File: config.mk
export PLATFORM = sky130hd
export DESIGN_NAME = mdu_hilo_unit
export DESIGN_NICKNAME = d
export VERILOG_FILES = /design/src/rtl/mdu_hilo_unit.sv
export SDC_FILE = /design/constraint.sdc
export NUM_CORES = 2
export LEC_CHECK = 0
export ABC_AREA = 1
export BUFFER_PORTS_ARGS = -buffer_cell sky130_fd_sc_hd__clkbuf_2
export CAP_MARGIN = 10
export CELL_PAD_IN_SITES_DETAIL_PLACEMENT = 0
export CELL_PAD_IN_SITES_GLOBAL_PLACEMENT = 1
export CORE_AREA = 10 10 372 374
export DETAILED_ROUTE_END_ITERATION = 12
export DIE_AREA = 0 0 382 384
export PLACE_DENSITY_LB_ADDON = 0.1
export SLEW_MARGIN = 20
export SYNTH_ARGS = -nofsm -noshare
export SYNTH_HDL_FRONTEND = slang
export SYNTH_SLANG_ARGS = --single-unit
File: constraint.sdc
create_clock -name clk -period 12.1 [get_ports clk]
set_input_delay 0.605 -clock clk [delete_from_list [all_inputs] [get_ports clk]]
set_output_delay 0.605 -clock clk [all_outputs]
set_load 0.01 [all_outputs]
File: src/rtl/mdu_hilo_unit.sv
// Multiply/divide unit owning the HI/LO pair: fixed-latency multiply, iterative divide.
// Define MDU_MADD_EN to enable MADD/MADDU/MSUB/MSUBU accumulate into {HI,LO}.
module mdu_hilo_unit #(
  parameter int WIDTH       = 32,
  parameter int MUL_LATENCY = 4
) (
  input  logic               clk,
  input  logic               rst,
  input  logic               flush_i,
  input  logic               op_valid_i,
  input  logic [3:0]         op_i,
  input  logic [WIDTH-1:0]   src_a,
  input  logic [WIDTH-1:0]   src_b,
  output logic               busy_o,
  output logic               done_o,
  output logic [2*WIDTH-1:0] hilo_o
);

  localparam int CW = $clog2(WIDTH + 2);
  localparam logic [CW-1:0] MUL_LAST = CW'(MUL_LATENCY - 1);
  localparam logic [CW-1:0] DIV_LAST = CW'(WIDTH);

  typedef enum logic [1:0] {
    S_IDLE,
    S_MUL,
    S_DIV
  } state_t;

  state_t r_state;
  state_t w_state_nxt;

  logic [CW-1:0]    r_cnt;
  logic [WIDTH-1:0] r_hi;
  logic [WIDTH-1:0] r_lo;
  logic [WIDTH-1:0] r_a;
  logic [WIDTH-1:0] r_b;
  logic             r_signed;
  logic [WIDTH-1:0] r_quo;
  logic [WIDTH-1:0] r_rem;
  logic [WIDTH-1:0] r_dvs;
  logic             r_neg_q;
  logic             r_neg_r;
`ifdef MDU_MADD_EN
  logic             r_acc;
  logic             r_sub;
`endif

  logic w_is_mul;
  logic w_is_div;
  logic w_is_mt;
  logic w_accept;
  logic w_commit;

  always_comb begin
    w_is_mul = 1'b0;
    w_is_div = 1'b0;
    w_is_mt  = 1'b0;
    case (op_i)
      4'd0, 4'd1: w_is_mul = 1'b1;
      4'd2, 4'd3: w_is_div = 1'b1;
      4'd4, 4'd5: w_is_mt  = 1'b1;
`ifdef MDU_MADD_EN
      4'd8, 4'd9, 4'd10, 4'd11: w_is_mul = 1'b1;
`endif
      default: ;
    endcase
  end

  assign w_accept = op_valid_i & ~flush_i & ~rst
                  & (r_state == S_IDLE)
                  & (w_is_mul | w_is_div | w_is_mt);

  assign w_commit = ((r_state == S_MUL) && (r_cnt == MUL_LAST))
                  | ((r_state == S_DIV) && (r_cnt == DIV_LAST));

  // Busy drops in the commit cycle so the pipeline can issue into IDLE next cycle
  assign busy_o = ~flush_i & ~rst
                & (((r_state != S_IDLE) & ~w_commit)
                   | (w_accept & (w_is_mul | w_is_div)));
  assign done_o = w_commit & ~flush_i & ~rst;
  assign hilo_o = {r_hi, r_lo};

  always_comb begin
    w_state_nxt = r_state;
    case (r_state)
      S_IDLE: begin
        if (w_accept && w_is_mul) w_state_nxt = S_MUL;
        if (w_accept && w_is_div) w_state_nxt = S_DIV;
      end
      S_MUL, S_DIV: begin
        if (flush_i || w_commit) w_state_nxt = S_IDLE;
      end
      default: w_state_nxt = S_IDLE;
    endcase
  end

  always_ff @(posedge clk) begin
    if (rst) r_state <= S_IDLE;
    else     r_state <= w_state_nxt;
  end

  logic [2*WIDTH-1:0] w_ma;
  logic [2*WIDTH-1:0] w_mb;
  logic [2*WIDTH-1:0] w_prod;
  logic [2*WIDTH-1:0] w_mul_res;

  assign w_ma = r_signed ? {{WIDTH{r_a[WIDTH-1]}}, r_a}
                         : {{WIDTH{1'b0}}, r_a};
  assign w_mb = r_signed ? {{WIDTH{r_b[WIDTH-1]}}, r_b}
                         : {{WIDTH{1'b0}}, r_b};
  assign w_prod = w_ma * w_mb;

`ifdef MDU_MADD_EN
  assign w_mul_res = !r_acc ? w_prod
                   : r_sub  ? ({r_hi, r_lo} - w_prod)
                            : ({r_hi, r_lo} + w_prod);
`else
  assign w_mul_res = w_prod;
`endif

  logic [WIDTH:0]   w_shift;
  logic [WIDTH:0]   w_diff;
  logic             w_ge;
  logic [WIDTH-1:0] w_q_fix;
  logic [WIDTH-1:0] w_r_fix;
  logic             w_a_neg;
  logic             w_b_neg;

  // Restoring step: remainder stays below the divisor, so the borrow bit is the sign
  assign w_shift = {r_rem, r_quo[WIDTH-1]};
  assign w_diff  = w_shift - {1'b0, r_dvs};
  assign w_ge    = ~w_diff[WIDTH];
  assign w_q_fix = r_neg_q ? (~r_quo + 1'b1) : r_quo;
  assign w_r_fix = r_neg_r ? (~r_rem + 1'b1) : r_rem;
  assign w_a_neg = ~op_i[0] & src_a[WIDTH-1];
  assign w_b_neg = ~op_i[0] & src_b[WIDTH-1];

  always_ff @(posedge clk) begin
    if (rst) begin
      r_cnt    <= '0;
      r_hi     <= '0;
      r_lo     <= '0;
      r_a      <= '0;
      r_b      <= '0;
      r_signed <= 1'b0;
      r_quo    <= '0;
      r_rem    <= '0;
      r_dvs    <= '0;
      r_neg_q  <= 1'b0;
      r_neg_r  <= 1'b0;
`ifdef MDU_MADD_EN
      r_acc    <= 1'b0;
      r_sub    <= 1'b0;
`endif
    end else begin
      if (w_accept) begin
        r_cnt    <= '0;
        r_signed <= ~op_i[0];
        if (w_is_mt && !op_i[0]) r_hi <= src_a;
        if (w_is_mt &&  op_i[0]) r_lo <= src_a;
        if (w_is_mul) begin
          r_a <= src_a;
          r_b <= src_b;
`ifdef MDU_MADD_EN
          r_acc <= op_i[3];
          r_sub <= op_i[1];
`endif
        end
        if (w_is_div) begin
          r_quo   <= w_a_neg ? (~src_a + 1'b1) : src_a;
          r_dvs   <= w_b_neg ? (~src_b + 1'b1) : src_b;
          r_rem   <= '0;
          r_neg_q <= w_a_neg ^ w_b_neg;
          r_neg_r <= w_a_neg;
        end
      end else if (flush_i) begin
        r_cnt <= '0;
      end else if (r_state != S_IDLE) begin
        r_cnt <= r_cnt + 1'b1;
      end

      if (r_state == S_DIV && !w_commit) begin
        r_rem <= w_ge ? w_diff[WIDTH-1:0] : w_shift[WIDTH-1:0];
        r_quo <= {r_quo[WIDTH-2:0], w_ge};
      end

      if (done_o) begin
        if (r_state == S_MUL) {r_hi, r_lo} <= w_mul_res;
        else                  {r_hi, r_lo} <= {w_r_fix, w_q_fix};
      end
    end
  end

endmodule

==> metrics <==
Storage cell area 4707 um2; Overflow after GRT 0; #FFs+latches synth 235; maximum clock frequency about 90 MHz; largest net degree at the start of global routing between 80 and 90; status finished, final reports clean; synth warn 0; Primary FF master, synth dfxtp_1; number of setup violations in the final report 0; full die area between 100000 and 150000 um2; Yosys top cell by area fa_1; Antenna Nets Post-Route 0; Die Height approximately 380 um; clk_skew between 0.03 and 0.04 ns; Post-Syn Area between 60000 and 70000 um2; RSZ-0062 raised after global routing false; min-delay src src_b[1]; proportion of synthesized chip area in sequential cells under 10%; row cnt approximately 130; routability cong. between 0.9 and 1; Slew @ Worst Pin ~1.1 ns; Hold Crit Depth 3; Req. time, crit path about 13 ns; Post-CTS Setup Inserts 0; Fill cells between 10000 and 15000; Worst VDD drop between 200 and 250 uV; 1st-pass router iterations 6; Clock Sinks 235; number of synthesized flops with an enable pin 0; core area ~130000 um2; Critical-path top delay cell fa_1; most frequent cells in the layout inv_1 (2519), nand2_1 (1803), fa_1 (1420); Critical Path Start Type register; worst reg2reg setup slack roughly 1.3 ns; area grow syn2layout 5.497%; share of cells above drive strength 1 under 10%; Worst path top cell family by delay adder cells; Initial DRC Count around 4400; port bufs 137; initial antenna violation count 7; Max Cap Viol 0; CTS buffer count 35; WP buf/inv 8; Reg2Reg Launch Point r_a[31]; Worst R2R Path Depth 30; most common cell type on the critical path fa_1; minimum clock period around 11 ns; DRC viols 0; commonest non-fill, non-tap cell in the layout inv_1; Multi-input gate area a little under 50000 um2; # IOs about 140; clk buf depth 3; fraction of registers with async set/reset 0%; crit end category register; RR Endpoint r_hi[26]; kind of critical path register to register; setup TNS 0 ns; Final Hold Viols 0; syn avg cell area roughly 7.6 um2; first-pass GRT wire length roughly 360000 um; vias between 50000 and 60000; WL/cell 22.79 um; hold worst-path end r_dvs[1]; Gate Count Post-Synth ~8500; period utilisation layout roughly 90%; utilization after layout a little over half; # hold bufs at CTS 0; gr usage total between 30 and 40%; Worst-Skew Late Latency 0.59 ns; Via density 5.275; Worst-path clk slew 0.06 ns; Pwr per Cell Area approximately 68 nW/um2; Crit path largest cell delay roughly 0.95 ns; H-tree depth 2; Arrival @ worst endpoint between 10 and 15 ns; Synth cell types just under 60; vias in the first global route between 50000 and 60000; worst hold path class primary input to register; static leakage between 30 and 40 nW; CTS tree done; Slew Limit Fails 0; Slew HR between 20% and 30%; starting density of the core between 40% and 50%; DP HPWL slightly below 200000 um; root buffer cell clkbuf_16; top cells by area, synth fa_1 (44%), inv_1 (15%), nand2_1 (10%); Yosys top cell area share 43.82%; Die Span X between 300 and 400 um; crit-path max FO 11; DRT Wirelength 232700 um; syn_nets between 10000 and 15000; Nets roughly 10000; post-CTS resize count 0
cell families after synthesis:
| family | count (synthesis) | synth area share, % |
|---|---|---|
| AO/OA/AOI/OAI | 870 | 7.412 |
| flip-flops | 235 | 7.252 |
| XOR/XNOR | 106 | 1.431 |
| AND/OR/NAND/NOR | 2621 | 16.42 |
| buffers and inverters | 2909 | 16.93 |
| adder cells (fa/ha/maj) | 1769 | 50.55 |
cell usage after synthesis, types with 23 or more instances:
library cell and count:
a21oi_1 340, a31oi_1 53, buf_2 33, clkbuf_1 326
dfxtp_1 235, fa_1 1420, ha_1 349, inv_1 2521
nand2_1 1803, nand2_2 26, nand3_1 162, nand4_1 23
nor2_1 453, nor3_1 60, o21ai_0 319, o21ai_1 28
xnor2_1 28, xor2_1 78
final cells by class:
| class | instances | share of cell area [%] |
|---|---|---|
| Clock inverter | 17 | 0.3547 |
| Clock buffer | 46 | 1.413 |
| Inverter | 2534 | 13.90 |
| Multi-Input combinational cell | 5366 | 71.92 |
| Tap cell | 1755 | 3.209 |
| Timing Repair Buffer | 252 | 2.304 |
| Antenna cell | 6 | 0.02194 |
| Sequential cell | 235 | 6.878 |
metrics by stage:
stage | setup slack (ns) | area [um2] | std cells | power, mW | hold slack, ns
global route | 0.9675 | 68420 | 10210 | 5.013 | 0.3400
floorplan | 3.549 | 64870 | 8510 | 2.865 | 0.4403
global placement | 1.683 | 67210 | 10140 | 3.559 | 0.4531
finish | 1.313 | 68440 | 10210 | 4.678 | 0.3260
CTS | 1.573 | 68420 | 10210 | 4.682 | 0.2988
detailed placement | 1.599 | 67210 | 10140 | 3.556 | 0.4663
tightest hold or removal path, delay by kind of cell:
kind	cells	cell delay, ns
buffers and inverters	1	0.10
AND/OR/NAND/NOR	1	0.07
AO/OA/AOI/OAI	1	0.07
worst max path at each step:
stage,end,cells past startpoint,start
after floorplan,r_hi[31],33,r_signed
after global placement,r_hi[28],31,r_a[31]
after detailed placement,r_hi[24],33,r_a[31]
after CTS,r_hi[24],33,r_a[31]
after global routing,r_hi[24],33,r_a[31]
final,r_hi[26],30,r_a[31]
power by group:
group,internal [mW],switching [mW],total [mW]
sequential,0.817,0.0693,0.887
clock,0.657,0.461,1.12
combinational,0.780,1.89,2.67
state kept, by name (all words and copies together) (netlist names):
register  count
r_a          32
r_hi         32
r_state       2
r_neg_q       1
r_lo         32
r_quo        32
r_neg_r       1
r_dvs        32
r_cnt         6
r_b          32
r_rem        32
r_signed      1
layer usage:
layer / GRT usage (%) / vias up / share of wire [%]
met5: 0 / - / 0.011
met4: 12.40 / 4 / 4.7
met3: 3.907 / 417 / 6.3
met2: 54.50 / 1912 / 48
met1: 42.20 / 27190 / 41
li1: - / 24340 / -
Note: power is estimated with default switching activity, not from simulation.
